--- src/rtl/branch_target_predictor_pkg.sv ---
// branch_target_predictor_pkg: PC, branch decision and prediction types shared by fetch and execute.
package branch_target_predictor_pkg;
  typedef logic [31:0] addrPC_t;
  typedef enum logic {NOT_TAKEN = 1'b0, TAKEN = 1'b1} branch_decision_t;
  typedef struct packed {
    logic             is_branch;
    branch_decision_t decision;
    addrPC_t          pred_addr;
  } branch_pred_t;
endpackage

--- src/rtl/branch_target_predictor.sv ---
// branch_target_predictor: direct-mapped BTB plus 2-bit PHT with a misprediction counter.
// Optional gshare PHT indexing is enabled with BP_GSHARE_EN.
module branch_target_predictor
  import branch_target_predictor_pkg::*;
#(
  parameter int IDX_W = 6,
  parameter int TAG_W = 8
) (
  input  logic             clk_i,
  input  logic             rst_i,
  input  addrPC_t          pc_fetch_i,
  output branch_pred_t     bpred_o,
  input  logic             upd_valid_i,
  input  addrPC_t          upd_pc_i,
  input  branch_decision_t upd_decision_i,
  input  addrPC_t          upd_target_i,
  input  logic             upd_mispred_i,
  input  logic             inv_i,
  output logic [31:0]      mispred_cnt_o
);
  localparam int N = 1 << IDX_W;
  logic             btb_valid_q [N];
  logic [TAG_W-1:0] btb_tag_q [N];
  addrPC_t          btb_tgt_q [N];
  logic [1:0]       pht_q [N];
  logic [31:0]      mispred_cnt_q, mispred_cnt_d;
  logic [IDX_W-1:0] f_idx, f_pidx, u_idx, u_pidx;
  logic [TAG_W-1:0] f_tag, u_tag;
  logic             f_hit, f_taken, u_hit, u_taken;
  logic [1:0]       pht_cur, pht_upd;
  logic             unused_ok;
  assign f_idx = pc_fetch_i[IDX_W+1:2];
  assign f_tag = pc_fetch_i[TAG_W+IDX_W+1:IDX_W+2];
  assign u_idx = upd_pc_i[IDX_W+1:2];
  assign u_tag = upd_pc_i[TAG_W+IDX_W+1:IDX_W+2];
  assign unused_ok = ^{pc_fetch_i, upd_pc_i};
`ifdef BP_GSHARE_EN
  logic [IDX_W-1:0] ghr_q;
  assign f_pidx = f_idx ^ ghr_q;
  assign u_pidx = u_idx ^ ghr_q;
  always_ff @(posedge clk_i)
    ghr_q <= rst_i ? '0 : upd_valid_i ? {ghr_q[IDX_W-2:0], upd_decision_i == TAKEN} : ghr_q;
`else
  assign f_pidx = f_idx;
  assign u_pidx = u_idx;
`endif
  // Lookup is masked during reset so tables never leak stale state to fetch.
  assign f_hit   = !rst_i && btb_valid_q[f_idx] && btb_tag_q[f_idx] == f_tag;
  assign f_taken = f_hit && pht_q[f_pidx][1];
  always_comb begin
    bpred_o           = '0;
    bpred_o.is_branch = f_hit;
    bpred_o.decision  = f_taken ? TAKEN : NOT_TAKEN;
    bpred_o.pred_addr = f_taken ? btb_tgt_q[f_idx] : pc_fetch_i + 32'd4;
  end
  assign u_hit   = btb_valid_q[u_idx] && btb_tag_q[u_idx] == u_tag;
  assign u_taken = upd_decision_i == TAKEN;
  assign pht_cur = pht_q[u_pidx];
  assign pht_upd = u_taken ? (pht_cur == 2'd3 ? 2'd3 : pht_cur + 2'd1)
                           : (pht_cur == 2'd0 ? 2'd0 : pht_cur - 2'd1);
  assign mispred_cnt_d = ((upd_valid_i || inv_i) && upd_mispred_i && mispred_cnt_q != '1)
                         ? mispred_cnt_q + 32'd1 : mispred_cnt_q;
  assign mispred_cnt_o = mispred_cnt_q;
  always_ff @(posedge clk_i) begin
    if (rst_i) begin
      for (int i = 0; i < N; i++) begin
        btb_valid_q[i] <= 1'b0;
        pht_q[i]       <= 2'd1;
      end
      mispred_cnt_q <= '0;
    end else begin
      mispred_cnt_q <= mispred_cnt_d;
      if (upd_valid_i) begin
        if (u_hit) begin
          pht_q[u_pidx] <= pht_upd;
          if (u_taken) btb_tgt_q[u_idx] <= upd_target_i;
        end else if (u_taken) begin
          btb_valid_q[u_idx] <= 1'b1;
          btb_tag_q[u_idx]   <= u_tag;
          btb_tgt_q[u_idx]   <= upd_target_i;
          pht_q[u_pidx]      <= 2'd2;
        end
      end else if (inv_i && u_hit) begin
        btb_valid_q[u_idx] <= 1'b0;
      end
    end
  end
endmodule
--- config.mk ---
export PLATFORM = sky130hd
export DESIGN_NAME = branch_target_predictor
export DESIGN_NICKNAME = d
export VERILOG_FILES = /design/src/rtl/branch_target_predictor_pkg.sv /design/src/rtl/branch_target_predictor.sv
export SDC_FILE = /design/constraint.sdc
export NUM_CORES = 2
export LEC_CHECK = 0
export CAP_MARGIN = 20
export CORE_ASPECT_RATIO = 0.6
export CORE_UTILIZATION = 50
export DETAILED_ROUTE_END_ITERATION = 16
export PLACE_DENSITY = 0.68
export SYNTH_ARGS = -nofsm -noshare
export SYNTH_HDL_FRONTEND = slang
export SYNTH_SLANG_ARGS = --single-unit
--- constraint.sdc ---
create_clock -name clk_i -period 6 [get_ports clk_i]
set_clock_uncertainty 0.15 [all_clocks]
set_input_delay 1.2 -clock clk_i [delete_from_list [all_inputs] [get_ports clk_i]]
set_output_delay 1.2 -clock clk_i [all_outputs]
set_load 0.03 [all_outputs]
Word-level counts from Yosys, hierarchy flattened
Memory sizes are Yosys's and may differ from the RTL's.
Cells that the tools add are included.
W data, S select, Z words.
Word-level totals
  output and inout port bits: 66
  register bits: 32
  memories kept: 4
  bits of input ports: 102
  RAM bits: 2752
Memory list
  btb_tgt_q: depth 64, bits a word 32, rd ports 1, clocked after memory_dff 0, wr ports 1, RTL line branch_target_predictor.sv:24  | addrPC_t btb_tgt_q [N];
  btb_tag_q: depth 64, bits a word 8, rd ports 2, clocked after memory_dff 0, wr ports 1, RTL line branch_target_predictor.sv:23  | logic [TAG_W-1:0] btb_tag_q [N];
  pht_q: depth 64, bits a word 2, rd ports 2, clocked after memory_dff 0, wr ports 64, RTL line branch_target_predictor.sv:25  | logic [1:0] pht_q [N];
  btb_valid_q: depth 64, bits a word 1, rd ports 2, clocked after memory_dff 0, wr ports 64, RTL line branch_target_predictor.sv:22  | logic btb_valid_q [N];
Cells by class
  mux-type cells: 33
  bitwise operators: 3
  add/sub/neg operators: 4
  eq/ne operators: 4
  reductions and logical operators: 12
Operator list (count)
  $mux W32: 2
  $add A32 B1 Y32 const B: 1
  $add A32 B3 Y32 const B: 1
  $ne A32 B32 Y1 const B: 1
  $mux W1: 24
  $eq A8 B8 Y1: 2
  $mux W6: 2
  $mux W2: 5
  $logic_and A1 B1 Y1: 7
  $or A1 B1 Y1: 3
  $add A2 B1 Y2 const B: 1
  $eq A2 B2 Y1 const B: 1
  $logic_not A2 Y1: 1
  $reduce_or A2 Y1: 1
  $sub A2 B1 Y2 const B: 1
  $logic_not A1 Y1: 1
  $logic_or A1 B1 Y1: 1
  $reduce_or A1 Y1: 1

Longest topological paths before layout
An unclocked memory read counts as a cell.
  depth in word-level cells: 11
  gate-level depth with buffers: 17
  depth with buffers taken out: 10

Least setup slack after synthesis
Ideal clock, no wire load.
  path type: input to output
  start point: input pc_fetch_i[2]
  end point: output bpred_o[2] (netlist name)
  path slack: 0.035 ns
  required time: 4.650 ns
  stages: 14
  arrival: 4.615 ns
  path through: buf_4 > buf_6 > buf_2 > buf_2 > mux4_2 > mux2_2 > nand2_1 > o2111ai_1 > o21ai_0 > xor2_1 > o2111ai_1 > nor3b_4 > buf_6 > mux2i_1
RTL lines
  from (decl): RTL line branch_target_predictor.sv:11  | input addrPC_t pc_fetch_i,
  to (decl): RTL line branch_target_predictor.sv:12  | output branch_pred_t bpred_o,

==> key figures <==
Synth
  – Count of flip-flops with a built-in enable after synthesis: roughly 2800
  – Synthesized Nets: 5685
  – Synth cell types: 70
  – Syn Area/Cell: a little over 20 um2
  – Yosys synthesis warning count: 0
  – Post-Synthesis Cell Area: around 120000 um2
  – FFs w/ async S/R, synth: 0
  – FF+latch count, synth: 2784
  – Cells after Synth: around 5600
  – Predominant post-synthesis flop cell: edfxtp_1
  – Sequential area share after synthesis: 0.721

Power
  – Worst IR drop on VDD: roughly 0.25 mV
  – Overall power: approximately 40 mW
  – P_leak: 42.1 nW
  – Net Sw Power: about 9.0 mW
  – Switching share of power: 0.222
  – PwrDens: 302 nW/um2
  – Comb power frac: 0.075
  – Internal: 31.5 mW
  – Clock power share: 0.395
  – Seq pwr share: 0.531

Floorplan
  – Placement Rows: around 140
  – Die area: between 200000 and 250000 um2
  – Die Height: about 370 um
  – IO Count: between 150 and 200
  – Initial core utilization: 0.504
  – Core area: about 230000 um2
  – Die width: between 600 and 700 um

Drt
  – Vias: approximately 63000
  – Wirelength per Cell: between 30 and 40 um
  – WL final: ~340 mm
  – Drt drc: 0
  – Initial DRC Count: 10429
  – Number of vias per cell: 6.73
  – Antenna viol nets, final: 0
  – First-pass iteration count of the detailed router: 5

Flow run
  – Max-cap viol count: 0

Finish
  – Utilization after layout: 0.584
  – Fill count: around 16000
  – Share of layout cells above drive strength 1: 0.330
  – Area occupied by multi-input gates: around 31000 um2
  – Non-Filler Instances: around 9400
  – Final non-filler cell area: between 100000 and 150000 um2
  – Reg area: 83300 um2
  – Final #Nets: roughly 6200
  – Synth-to-Final Area Change: 16.0%

Worst setup path
  – Setup crit end kind: output port
  – Arrival time of the worst setup path: a little under 5 ns
  – CP Launch Type: primary input
  – CP required: approximately 4.7 ns
  – Worst Path Class, Setup: primary input to output port
  – Critical path fanouts, max: 8

Placed design
  – GPL Wtd Cong: 1.01
  – Dpl hpwl: 217 mm
  – Post-placement setup slack: -0.848 ns
  – Area after DPL: between 100000 and 150000 um2
  – PortBufs: around 150
  – Placed cells: roughly 8900

Run status
  – Status: finished with violations
  – Failing checks: negative setup slack

Clock tree
  – Worst skew pair latency: roughly 0.88 ns
  – CTS buffer count: 248
  – Clock sink count: ~2800
  – CTS Buffer Depth: 4
  – Clk root buf: clkbuf_16
  – CTS clk-pin slew, worst paths: 0.06 ns
  – Clock tree from TritonCTS: yes
  – CTS H-tree depth: 4

Global route
  – Initial antenna violation count: 19
  – Largest net degree at the start of global routing: between 100 and 150
  – Global Route Usage Sum: 0.290
  – First-pass GRT wire length: around 470 mm
  – Vias in the first global route: ~60000
  – Gr ovfl total: 0

Timing
  – Least-Margin Pin Slew: between 1 and 1.5 ns
  – TNS Setup: -6.20 ns
  – Final worst slack: -0.264 ns
  – Crit share post-route: 1.04
  – Slew headroom: 0.253
  – Final count of hold timing violations: 0
  – Setup violators final: 32
  – Hold WS: 0.360 ns
  – Slew Limit Fails: 0
  – Fmax: 160 MHz
  – RSZ-0062 raised after global routing: yes
  – Min Tclk post-route: 6.26 ns

Hold path
  – Worst hold-check path type: flip-flop to flip-flop
## final timing paths
kind,end,start,slack [ns],cells past startpoint
worst min register to register,mispred_cnt_o[29],mispred_cnt_o[29],0.36,2
worst max-delay path,bpred_o[30],pc_fetch_i[2],-0.26,17
worst max register to register,pht_q[33][1],btb_tag_q[15][2],0.95,11
worst min-delay path,mispred_cnt_o[29],mispred_cnt_o[29],0.36,2
## power groups by stage
stage	Clock, mW	Combinational, mW	Sequential, mW
after detailed placement	0	2.83	21.9
after CTS	16.1	2.91	21.5
after global placement	0	2.79	21.9
after global routing	16.8	3.13	21.5
final	16.0	3.02	21.5
after floorplan	0	1.51	21.9
## area by class of cell
cell class                 count  area share
clock inverter               156      0.0115
sequential                  2784       0.621
multi-input combinational   2382       0.232
clock buffer                 296      0.0478
timing repair buffer         709      0.0587
antenna                        6    0.000112
tap                         3036      0.0283
inverter                      15    0.000485
## timing repair
item,in CTS,in global routing
hold buffers,0,0
cloned,8,1
buffers inserted,12,2
endpoints found under the hold margin,0,0
setup endpoints to repair,33,32
pin swaps,6,5
resized for setup,101,33
## registers in the layout, indices dropped and copies added (netlist names)
name           count
btb_tag_q        512
pht_q            128
mispred_cnt_o     32
btb_tgt_q       2048
btb_valid_q       64
## critical path: stages
cell	delay [ns]
buf_16	0.14
buf_16	0.17
buf_4	0.14
buf_4	0.15
mux4_2	0.35
nand2_1	0.07
a221oi_2	0.41
buf_4	0.20
a211oi_2	0.04
xnor2_1	0.15
a311o_1	0.28
or4_4	0.45
nor3b_4	0.27
buf_12	0.19
buf_12	0.14
mux2_4	0.37
buf_6	0.16
## cell usage after synthesis, types with 57 or more instances
master    count  area [um2]
edfxtp_1   2752       82600
mux4_2      919       20700
nor2_1      254         953
nand2_1     169         634
mux2i_1     167        1670
clkbuf_1    155         582
buf_2       149         746
o21bai_1    129         968
a22oi_1     104         781
nand4_1      82         513
nor3_1       82         410
mux2_2       57         642
## routing by layer
layer,track usage,vias to the layer above,wire (um)
met4,0.0575,14,7120
met5,0,-,96
met2,0.375,4322,136000
met3,0.111,399,55300
li1,-,24726,-
met1,0.465,33725,142000
## cells in the final DEF (no fill, tap or decap), drive strengths merged, types with 6 or more instances in the layout
cell type	synthesis	final
o21bai	129	129
a22oi	104	104
nand3b	6	6
edfxtp	2752	2752
mux2i	167	167
nor2b	20	20
nand4	82	82
nand3	45	45
a22o	19	19
o211ai	7	7
nand2b	7	7
and2	15	15
xnor2	44	44
o22ai	18	18
clkbuf	155	297
nor2	254	254
nor3b	7	7
and3	13	13
mux2	57	57
clkinvlp	0	15
or3	19	19
xor2	25	25
diode	0	6
nor3	82	82
bufinv	0	29
nand2	169	169
buf	245	637
a221oi	25	25
a21oi	34	34
inv	15	17
mux4	919	919
clkdlybuf4s50	0	65
a31oi	13	13
o21ai	20	20
dfxtp	32	32
a211oi	13	13
clkinv	0	110
nor4	7	7
## cells by family (layout without fill, tap and decap cells)
kind of cell             count (synthesis)  count (layout)  synth area share
other                                    0               6                 0
AO/OA/AOI/OAI                          415             415            0.0265
multiplexers                          1143            1143             0.199
flip-flops                            2784            2784             0.721
AND/OR/NAND/NOR                        752             752            0.0309
XOR/XNOR                                69              69           0.00523
buffers and inverters                  415            1176            0.0169
adder cells (fa/ha/maj)                  3               3          0.000303
(Power assumes the default switching activity.)
